## config.mk

```make
export PLATFORM = sky130hd
export DESIGN_NAME = fft4_seq_ctrl
export DESIGN_NICKNAME = d
export VERILOG_FILES = /design/src/rtl/fft4_pkg.sv /design/src/rtl/fft4_twiddle_sel.sv /design/src/rtl/fft4_seq_ctrl.sv
export SDC_FILE = /design/constraint.sdc
export NUM_CORES = 1
export LEC_CHECK = 0
export ABC_CLOCK_PERIOD_IN_PS = 2100
export CORE_MARGIN = 3
export CORE_UTILIZATION = 25
export CTS_CLUSTER_DIAMETER = 150
export DETAILED_ROUTE_END_ITERATION = 16
export HOLD_SLACK_MARGIN = 0.06
export PLACE_DENSITY_LB_ADDON = 0.3
export SETUP_SLACK_MARGIN = 0.05
export SYNTH_ARGS = -nofsm -noshare
export SYNTH_HDL_FRONTEND = slang
export SYNTH_HIERARCHICAL = 1
export SYNTH_SLANG_ARGS = --single-unit
export TNS_END_PERCENT = 30
```

## constraint.sdc

```tcl
create_clock -name clk -period 2.1 [get_ports clk]
set_input_delay 0.315 -clock clk [delete_from_list [all_inputs] [get_ports clk]]
set_output_delay 0.315 -clock clk [all_outputs]
set_load 0.01 [all_outputs]
```

## src/rtl/fft4_pkg.sv

```systemverilog
// Shared types, complex helpers and twiddle constants for the 4-point FFT sequencer.
// Optional inverse transform support is enabled by defining FFT4_INV_EN.
package fft4_pkg;

    localparam int FFT4_WIDTH  = 32;
    localparam int FFT4_HW     = FFT4_WIDTH / 2;
    localparam int FFT4_TW_ONE = 1;

    typedef enum logic [2:0] {
        LOAD,
        S1A,
        S1B,
        S2A,
        S2B,
        UNLOAD
    } fft4_state_e;

    function automatic logic [FFT4_WIDTH-1:0] cplx_pack(
        input logic signed [FFT4_HW-1:0] re,
        input logic signed [FFT4_HW-1:0] im
    );
        return {re, im};
    endfunction

    function automatic logic signed [FFT4_HW-1:0] cplx_re(
        input logic [FFT4_WIDTH-1:0] c
    );
        return c[FFT4_WIDTH-1:FFT4_HW];
    endfunction

    function automatic logic signed [FFT4_HW-1:0] cplx_im(
        input logic [FFT4_WIDTH-1:0] c
    );
        return c[FFT4_HW-1:0];
    endfunction

    localparam logic [FFT4_WIDTH-1:0] FFT4_W0 =
        {FFT4_HW'(FFT4_TW_ONE), FFT4_HW'(0)};
    localparam logic [FFT4_WIDTH-1:0] FFT4_W1_FWD =
        {FFT4_HW'(0), FFT4_HW'(-FFT4_TW_ONE)};
    localparam logic [FFT4_WIDTH-1:0] FFT4_W1_INV =
        {FFT4_HW'(0), FFT4_HW'(FFT4_TW_ONE)};

    // Bit-reversed storage: X0,X1,X2,X3 live in reg0,reg2,reg1,reg3
    localparam logic [7:0] FFT4_UNLOAD_ORDER = {2'd3, 2'd1, 2'd2, 2'd0};

endpackage

```

## src/rtl/fft4_twiddle_sel.sv

```systemverilog
// Twiddle selection per compute state; W1 is -j, or +j for inverse frames
// when FFT4_INV_EN is defined.
module fft4_twiddle_sel
    import fft4_pkg::*;
#(
    parameter int WIDTH  = FFT4_WIDTH,
    parameter int TW_ONE = FFT4_TW_ONE
) (
    input  fft4_state_e        i_state,
`ifdef FFT4_INV_EN
    input  logic               i_inv,
`endif
    output logic [WIDTH-1:0]   o_w
);

    localparam int HW = WIDTH / 2;
    localparam logic [WIDTH-1:0] W0  = {HW'(TW_ONE), HW'(0)};
    localparam logic [WIDTH-1:0] W1F = {HW'(0), HW'(-TW_ONE)};
    localparam logic [WIDTH-1:0] W1I = {HW'(0), HW'(TW_ONE)};

    logic [WIDTH-1:0] w_w1;

`ifdef FFT4_INV_EN
    assign w_w1 = i_inv ? W1I : W1F;
`else
    assign w_w1 = W1F;
`endif

    always_comb begin
        o_w = '0;
        unique case (i_state)
            S1A, S1B, S2A: o_w = W0;
            S2B:           o_w = w_w1;
            default:       o_w = '0;
        endcase
    end

endmodule

```

## src/rtl/fft4_seq_ctrl.sv

```systemverilog
// 4-point DIT FFT sequencer time-sharing one external radix-2 butterfly.
// Define FFT4_INV_EN to add the inv port for unscaled inverse transforms.
module fft4_seq_ctrl
    import fft4_pkg::*;
#(
    parameter int WIDTH  = FFT4_WIDTH,
    parameter int TW_ONE = FFT4_TW_ONE
) (
    input  logic             clk,
    input  logic             rst_n,
`ifdef FFT4_INV_EN
    input  logic             inv,
`endif
    input  logic             in_valid,
    output logic             in_ready,
    input  logic [WIDTH-1:0] in_data,
    output logic             out_valid,
    input  logic             out_ready,
    output logic [WIDTH-1:0] out_data,
    output logic             out_last,
    output logic             busy,
    output logic [WIDTH-1:0] bf_a,
    output logic [WIDTH-1:0] bf_b,
    output logic [WIDTH-1:0] bf_w,
    input  logic [WIDTH-1:0] bf_out0,
    input  logic [WIDTH-1:0] bf_out1
);

    fft4_state_e      r_state;
    fft4_state_e      w_next;
    logic [1:0]       r_cnt;
    logic [WIDTH-1:0] r_reg [4];
    logic [1:0]       w_ia;
    logic [1:0]       w_ib;
    logic             w_wr;
    logic             w_in_fire;
    logic             w_out_fire;
    logic [1:0]       w_osel;

    assign w_in_fire  = in_valid && in_ready;
    assign w_out_fire = out_valid && out_ready;
    assign w_osel     = FFT4_UNLOAD_ORDER[{r_cnt, 1'b0} +: 2];
    assign out_data   = r_reg[w_osel];

    always_ff @(posedge clk or negedge rst_n) begin
        if (!rst_n) begin
            r_state <= LOAD;
        end else begin
            r_state <= w_next;
        end
    end

    always_comb begin
        w_next    = r_state;
        in_ready  = 1'b0;
        out_valid = 1'b0;
        out_last  = 1'b0;
        busy      = 1'b1;
        bf_a      = '0;
        bf_b      = '0;
        w_ia      = 2'd0;
        w_ib      = 2'd0;
        w_wr      = 1'b0;
        unique case (r_state)
            LOAD: begin
                in_ready = 1'b1;
                busy     = 1'b0;
                if (in_valid && r_cnt == 2'd3) w_next = S1A;
            end
            S1A: begin
                w_ia = 2'd0; w_ib = 2'd2; w_wr = 1'b1;
                w_next = S1B;
            end
            S1B: begin
                w_ia = 2'd1; w_ib = 2'd3; w_wr = 1'b1;
                w_next = S2A;
            end
            S2A: begin
                w_ia = 2'd0; w_ib = 2'd1; w_wr = 1'b1;
                w_next = S2B;
            end
            S2B: begin
                w_ia = 2'd2; w_ib = 2'd3; w_wr = 1'b1;
                w_next = UNLOAD;
            end
            UNLOAD: begin
                out_valid = 1'b1;
                out_last  = (r_cnt == 2'd3);
                if (out_ready && r_cnt == 2'd3) w_next = LOAD;
            end
            default: w_next = LOAD;
        endcase
        if (w_wr) begin
            bf_a = r_reg[w_ia];
            bf_b = r_reg[w_ib];
        end
    end

`ifdef FFT4_INV_EN
    logic r_inv;

    always_ff @(posedge clk or negedge rst_n) begin
        if (!rst_n) begin
            r_inv <= 1'b0;
        end else if (w_in_fire && r_cnt == 2'd0) begin
            r_inv <= inv;
        end
    end
`endif

    // r_cnt indexes the load slot, then the unload word
    always_ff @(posedge clk or negedge rst_n) begin
        if (!rst_n) begin
            r_cnt <= 2'd0;
            for (int i = 0; i < 4; i++) r_reg[i] <= '0;
        end else begin
            if (w_in_fire) begin
                r_reg[r_cnt] <= in_data;
                r_cnt        <= r_cnt + 2'd1;
            end
            if (w_wr) begin
                r_reg[w_ia] <= bf_out0;
                r_reg[w_ib] <= bf_out1;
            end
            if (w_out_fire) r_cnt <= r_cnt + 2'd1;
        end
    end

    fft4_twiddle_sel #(
        .WIDTH  (WIDTH),
        .TW_ONE (TW_ONE)
    ) u_tw (
        .i_state (r_state),
`ifdef FFT4_INV_EN
        .i_inv   (r_inv),
`endif
        .o_w     (bf_w)
    );

endmodule

```

---- After elaboration in Yosys (flattened, before gate mapping) ----
Cells that the tools add are included.
operators by class
  $add $sub $neg .......................... 1
  $lt $le $gt $ge ......................... 7
  equality and inequality tests ........... 8
  shifts and indexed selects .............. 1
  multiplexer cells ....................... 35
  bitwise logic cells ..................... 4
  reduce and logical (&&, ||, !) cells .... 13
operators by type and width
  kind                                                        count
  bitwise mux 128 bit                                         3
  2-to-1 mux 32 bit                                           11
  2-to-1 mux 128 bit                                          2
  binary-select mux 32 bit (select 2 bit)                     3
  demux 32 bit (select 2 bit)                                 3
  one-hot mux 17 bit (2 select lines)                         1
  one-hot mux 3 bit (6 select lines)                          1
  >= comparator 3 bit, second input constant                  4
  inverter 2 -> 3 bit                                         4
  less-than comparator 3 x 1 -> 1 bit, second input constant  3
  variable part select 8 x 4 -> 2 bit, first input constant   1
  logical AND 1 bit                                           7
  equality test 3 x 2 -> 1 bit, second input constant         2
  equality test 3 bit, second input constant                  2
  2-to-1 mux 3 bit                                            2
  one-hot mux 2 bit (3 select lines)                          1
  2-to-1 mux 1 bit                                            5
  2-to-1 mux 2 bit                                            2
  inequality test 2 bit, second input constant                2
  one-hot mux 2 bit (2 select lines)                          1
  OR reduction 4 bit                                          1
  equality test 3 x 1 -> 1 bit, second input constant         1
  logical NOT 3 bit                                           1
  OR reduction 3 bit                                          1
  5 further kinds                                             5
word-level totals
  bits in registers ....................... 133
  input bits .............................. 100
  output and inout port bits .............. 132
  logic and storage cells ................. 75

---- Longest topological paths before layout ----
  word-level depth ........................ 10
  gate-level depth with buffers ........... 9
  gate-level depth less buffers ........... 5

---- Cells and area by module ----
Netlist, hierarchy kept.
modules (own cells, without submodules)
  module            instances  cells each  area an instance (um^2)  sequential area each (um^2)
  fft4_seq_ctrl     1          1,116       9,841.9                  3,328.2
  fft4_twiddle_sel  1          33          251.5                    0.0

---- Worst setup path after synthesis ----
No wires, ideal clock.
  path kind ............................... register -> register
  start ................................... reg r_cnt[0]
  end ..................................... reg r_reg[36] (netlist bit)
  library setup time ...................... 0.126 ns
  arrival ................................. 2.102 ns
  required time ........................... 1.974 ns
  slack ................................... -0.128 ns
  cell stages (with the launch flop) ...... 9
  buffers on the path ..................... 4
  clock period less this slack ............ 2.228 ns
  path through ............................ dfrtp_1 > clkbuf_1 > clkbuf_1 > inv_1 > ha_1 > and2_1 > buf_2 > buf_2 > a221o_1
between the ends
  longest elaborated chain between the ends .. 10
  elaborated cells on any way between the ends .. 11
  those cells by class .................... order compare (2); mux (7); bitwise (1); reduce/logical (1)
ends and longest elaborated chain
  element                                                                                           RTL line              text
  start: declaration                                                                                fft4_seq_ctrl.sv:31   logic [1:0] r_cnt;
  start signal: assignment                                                                          fft4_seq_ctrl.sv:119  r_cnt <= r_cnt + 2'd1;
  start signal: assignment                                                                          fft4_seq_ctrl.sv:125  if (w_out_fire) r_cnt <= r_cnt + 2'd1;
  inverter 2 -> 3 bit (not written as such) *                                                       fft4_seq_ctrl.sv:118  r_reg[r_cnt] <= in_data;
  >= comparator 3 bit (not written as such) or less-than comparator 3 x 1 -> 1 bit (tied branches)  fft4_seq_ctrl.sv:118
  logical AND 1 bit (not written as such)                                                           fft4_seq_ctrl.sv:118
  2-to-1 mux 32 bit (not written as such)                                                           fft4_seq_ctrl.sv:118
  demux 32 bit (select 2 bit) *                                                                     fft4_seq_ctrl.sv:118
  bitwise mux 128 bit *                                                                             fft4_seq_ctrl.sv:118
  2-to-1 mux 128 bit *                                                                              fft4_seq_ctrl.sv:117  if (w_in_fire) begin
  bitwise mux 128 bit                                                                               fft4_seq_ctrl.sv:122  r_reg[w_ia] <= bf_out0;
  bitwise mux 128 bit                                                                               fft4_seq_ctrl.sv:123  r_reg[w_ib] <= bf_out1;
  2-to-1 mux 128 bit *                                                                              fft4_seq_ctrl.sv:121  if (w_wr) begin
  end signal: indexed assignment                                                                    fft4_seq_ctrl.sv:118
  end signal: indexed assignment                                                                    fft4_seq_ctrl.sv:122
  end signal: indexed assignment                                                                    fft4_seq_ctrl.sv:123
  end: declaration                                                                                  fft4_seq_ctrl.sv:32   logic [WIDTH-1:0] r_reg [4];
Mark *: on every way between the ends. The rest lies on a longest branch, timed or not.
A chain may end at the register's enable or synchronous reset.

---- Final worst setup path ----
  start ................................... reg r_state[1]
  end ..................................... out bf_b[18]
between the ends
  longest elaborated chain between the ends .. 8
  elaborated cells on any way between the ends .. 13
  those cells by class .................... eq/ne (4); mux (6); bitwise (1); reduce/logical (2)
ends and longest elaborated chain
  element                                                              RTL line             text
  start: declaration                                                   fft4_seq_ctrl.sv:29  fft4_state_e r_state;
  start signal: assignment                                             fft4_seq_ctrl.sv:49  r_state <= w_next;
  equality test 3 x 2 -> 1 bit or equality test 3 bit (tied branches)  fft4_seq_ctrl.sv:64  unique case (r_state)
  OR reduction 2 bit (no source line)                                  -
  one-hot mux 2 bit (3 select lines)                                   fft4_seq_ctrl.sv:64
  inverter 2 -> 3 bit (not written as such)                            fft4_seq_ctrl.sv:95  bf_b = r_reg[w_ib];
  binary-select mux 32 bit (select 2 bit)                              fft4_seq_ctrl.sv:95
  2-to-1 mux 32 bit (not written as such) (2 in a row)                 fft4_seq_ctrl.sv:95
  2-to-1 mux 32 bit *                                                  fft4_seq_ctrl.sv:93  if (w_wr) begin
  end: declaration                                                     fft4_seq_ctrl.sv:23  output logic [WIDTH-1:0] bf_b,
Mark *: on every way between the ends. The rest lies on a longest branch, timed or not. The select of a mux whose other input is x is not followed.

==> impl_metrics.csv <==
group,metric,value,unit
setup_path,crit_type,"reg2out",
synth,yosysSeqAreaShare,0.330,
run_status,violations,"negative setup slack",
drt,vias_per_cell,5.65,
synth,synth_compound_area_frac,0.252,
timing,rsz0062_at_grt,"true",
clocking,cts_tree,"yes",
timing,skew,0.00936,ns
finish,multi_input_area,6680,um^2
power,pwr-share-seq,0.185,
timing,hold_viol,0,
global_route,grt_pass1_vias,11000,
synth,yosys_most_used_dff,"dfrtp_1",
drt,wl_met1,20100,um
clocking,numCtsBuffers,17,
placement,dp_cells,1853,
finish,fin_cells,1981,
synth,yosys.area_share.simple,0.185,
synth,synth_area_leaders,"dfrtp_1, mux4_2, nand2_1",
power,ir_worst_vdd,0.979,mV
run,cap_violations,0,
drt,dr.first_iter.drc_count,902,
power,share_comb_of_total_power,0.705,
floorplan,boundaryPins,232,
global_route,grt_max_degree,51,
finish,regArea,3340,um^2
finish,syn_to_final_growth,56.9,%
clocking,ctsLongestPathBuffers,2,
synth,synth_edf_count,0,
clocking,cts_sinks,133,
synth,yosys.area_share.adder,0.00496,
synth,synth_area,10100,um^2
clocking,clkTransAtPathRegs,0.07,ns
min_path,hold_class,"in2async",
timing,slew_headroom,0.609,
setup_path,critPathArrivalTime,2.08,ns
synth,synth-seq-cells,133,
timing,worst_slack,-0.294,ns
synth,netlist_instances,1149,
setup_path,required,1.78,ns
drt,drtAntennaViolNets,0,
power,switching_power,0.0135,W
timing,min_period,2.39,ns
synth,yosys.area.top_type,"dfrtp_1",
finish,layout-drive-gt1-share,0.412,
timing,slew_violations,0,
timing,fin_hold_ws,0.388,ns
power,power_density,1870,nW/um^2
timing,setup_viol,167,
global_route,globalRouteOverflowTotal,0,
setup_path,cp_slowest_cell,"dfrtp_4",
drt,first_pass_iters,5,
floorplan,die_x,207,um
drt,drt-wirelength-per-cell,24.2,um
clocking,clock-root-buffer,"clkbuf_16",
synth,yosysWarnings,6,
placement,place_hpwl,29700,um
synth,synth_top_area_frac,0.330,
drt,wirelength,47900,um
placement,gp_congestion,0.828,
clocking,clkLatencyLatePin,0.44,ns
setup_path,critical-path-top-delay-family,"buffers and inverters",
drt,wl_met3,3510,um
setup_path,cp_max_fo,5,
global_route,antenna_found_initial,4,
setup_path,endpoint_kind,"primary output",
run_status,status,"finished, violations left",
floorplan,die_y,207,um
floorplan,placementRows,72,
finish,largest_reg_flops,128,
power,cellLeakagePower,6.37,nW
power,totalPowerFinal,0.0297,W
synth,synthArstFlopShare,1.00,
floorplan,start_util,0.257,
setup_path,path_cells,"buf_12 -> buf_12 -> buf_6 -> buf_6 -> mux2_4 -> a22oi_2 -> o21ai_1 -> buf_2",
setup_path,cp-start-kind,"register",
setup_path,critPathMaxStageDelay,0.52,ns
synth,muxShareOfSynthArea,0.139,
timing,max_freq,418,MHz
synth,avgSynthCellArea,8.78,um^2
drt,drc,0,
floorplan,core_area,39300,um^2
synth,synth-xor-area-share,0.00260,
drt,vias,11200,
clocking,cts_max_level,4,
power,p_sw_frac,0.453,
drt,top_layer_used,"met5",
placement,port_buffers,216,
timing,tightest_slew,0.587,ns
timing,period_share,1.14,
floorplan,die_area,42800,um^2
synth,synth_top_family_by_area,"compound AO/OA/AOI/OAI gates",
setup_path,worst-path-buf-inv,5,
synth,synth_cell_types,51,
finish,fill_cells,3893,
drt,dr_wl_met2,23200,um
power,intPower,0.0162,W
global_route,grt_pass1_wl,69400,um
finish,nets,1551,
global_route,grt.total_usage,0.213,
power,p_clk_frac,0.110,
synthesized netlist by cell type (2+ instances only):
cell type  count
buf_1          9
nand3_1       74
mux2i_1       33
o21ai_1       25
mux4_2        32
buf_2         56
nand3b_1      49
o32a_1         8
a211oi_1       3
clkbuf_2       5
nand2b_1       3
mux2_2        31
nor2b_1        3
buf_4         34
nand2_1      129
and2_1         3
dfrtp_1      133
a21boi_0       8
and3_1         9
a21oi_1       56
a22oi_1       55
ha_1           4
a21oi_2        2
o211ai_1      48
xnor2_1        3
o22a_1         8
clkbuf_1      64
o21ai_0       95
and3b_1       31
a31oi_1       56
inv_1          6
a221o_1       24
nor3_1        32
final timing paths:
kind | startpoint | to | slack, ns | cells past startpoint
worst max register to register | r_state[1] | r_reg[35] | -0.14 | 10
worst min register to register | r_reg[51] | r_reg[51] | 0.58 | 1
max in group asynchronous | rst_n | r_reg[46] | 0.99 | 3
min in group clk | bf_out0[31] | r_reg[127] | 0.53 | 3
worst max-delay path | r_state[1] | bf_b[18] | -0.29 | 8
worst min-delay path | rst_n | r_reg[57] | 0.39 | 2
power groups by stage:
stage | Sequential [W] | Clock [W] | Combinational [W]
floorplan | 0.00472 | 0 | 0.00981
global placement | 0.00524 | 0 | 0.0180
global route | 0.00566 | 0.00340 | 0.0223
finish | 0.00551 | 0.00325 | 0.0209
CTS | 0.00532 | 0.00329 | 0.0195
detailed placement | 0.00528 | 0 | 0.0181
per-stage QoR:
stage	instance area (um^2)	setup slack [ns]	utilization	TNS, ns
floorplan	10100	0.0565	-	0
global route	15800	-0.380	0.403	-34.70
global placement	13400	-0.219	0.342	-11.67
finish	15800	-0.294	0.403	-18.76
CTS	15000	-0.339	0.381	-28.72
detailed placement	13400	-0.226	0.342	-15.22
cell type report:
class	instances	area share
tap	518	0.0409
sequential	133	0.211
clock buffer	20	0.0295
antenna	3	0.000474
inverter	6	0.00174
multi-input combinational	855	0.422
timing repair buffer	434	0.285
clock inverter	12	0.00956
cell usage in the layout, fill, tap and decap left out, drive strengths merged, types with 15 or more instances in the layout:
| master | n |
|---|---|
| nand3 | 74 |
| a31oi | 56 |
| mux4 | 32 |
| nand2 | 129 |
| nor3 | 32 |
| mux2i | 33 |
| clkbuf | 37 |
| conb | 15 |
| dfrtp | 133 |
| nand3b | 49 |
| o211ai | 48 |
| o21ai | 120 |
| a221o | 24 |
| mux2 | 31 |
| clkdlybuf4s50 | 98 |
| a21oi | 58 |
| buf | 318 |
| a22oi | 55 |
| and3b | 31 |
metal layers:
layer / GRT usage / up-vias
li1: - / 4929
met1: 0.286 / 5598
met2: 0.355 / 578
met3: 0.0348 / 80
met4: 0.0638 / 2
met5: 0 / -
cell families (layout without fill, tap and decap cells):
family                     Yosys count  count (layout)
AOI/OAI and AO/OA                  394             394
muxes                               96              96
adders and majority gates            4               4
buffers and inverters              175             472
and+or+nand+nor                    343             343
other                                1              18
DFF                                133             133
xor gates and xnor gates             3               3
timing repair:
item,4_1_cts,5_1_grt
pin swaps,54,99
setup buffers,59,30
resized for setup,658,209
gates cloned,8,8
hold buffers,1,0
endpoints found under the setup margin,241,245
hold endpoints to repair,41,0
Power figures use the tool's default switching activity.
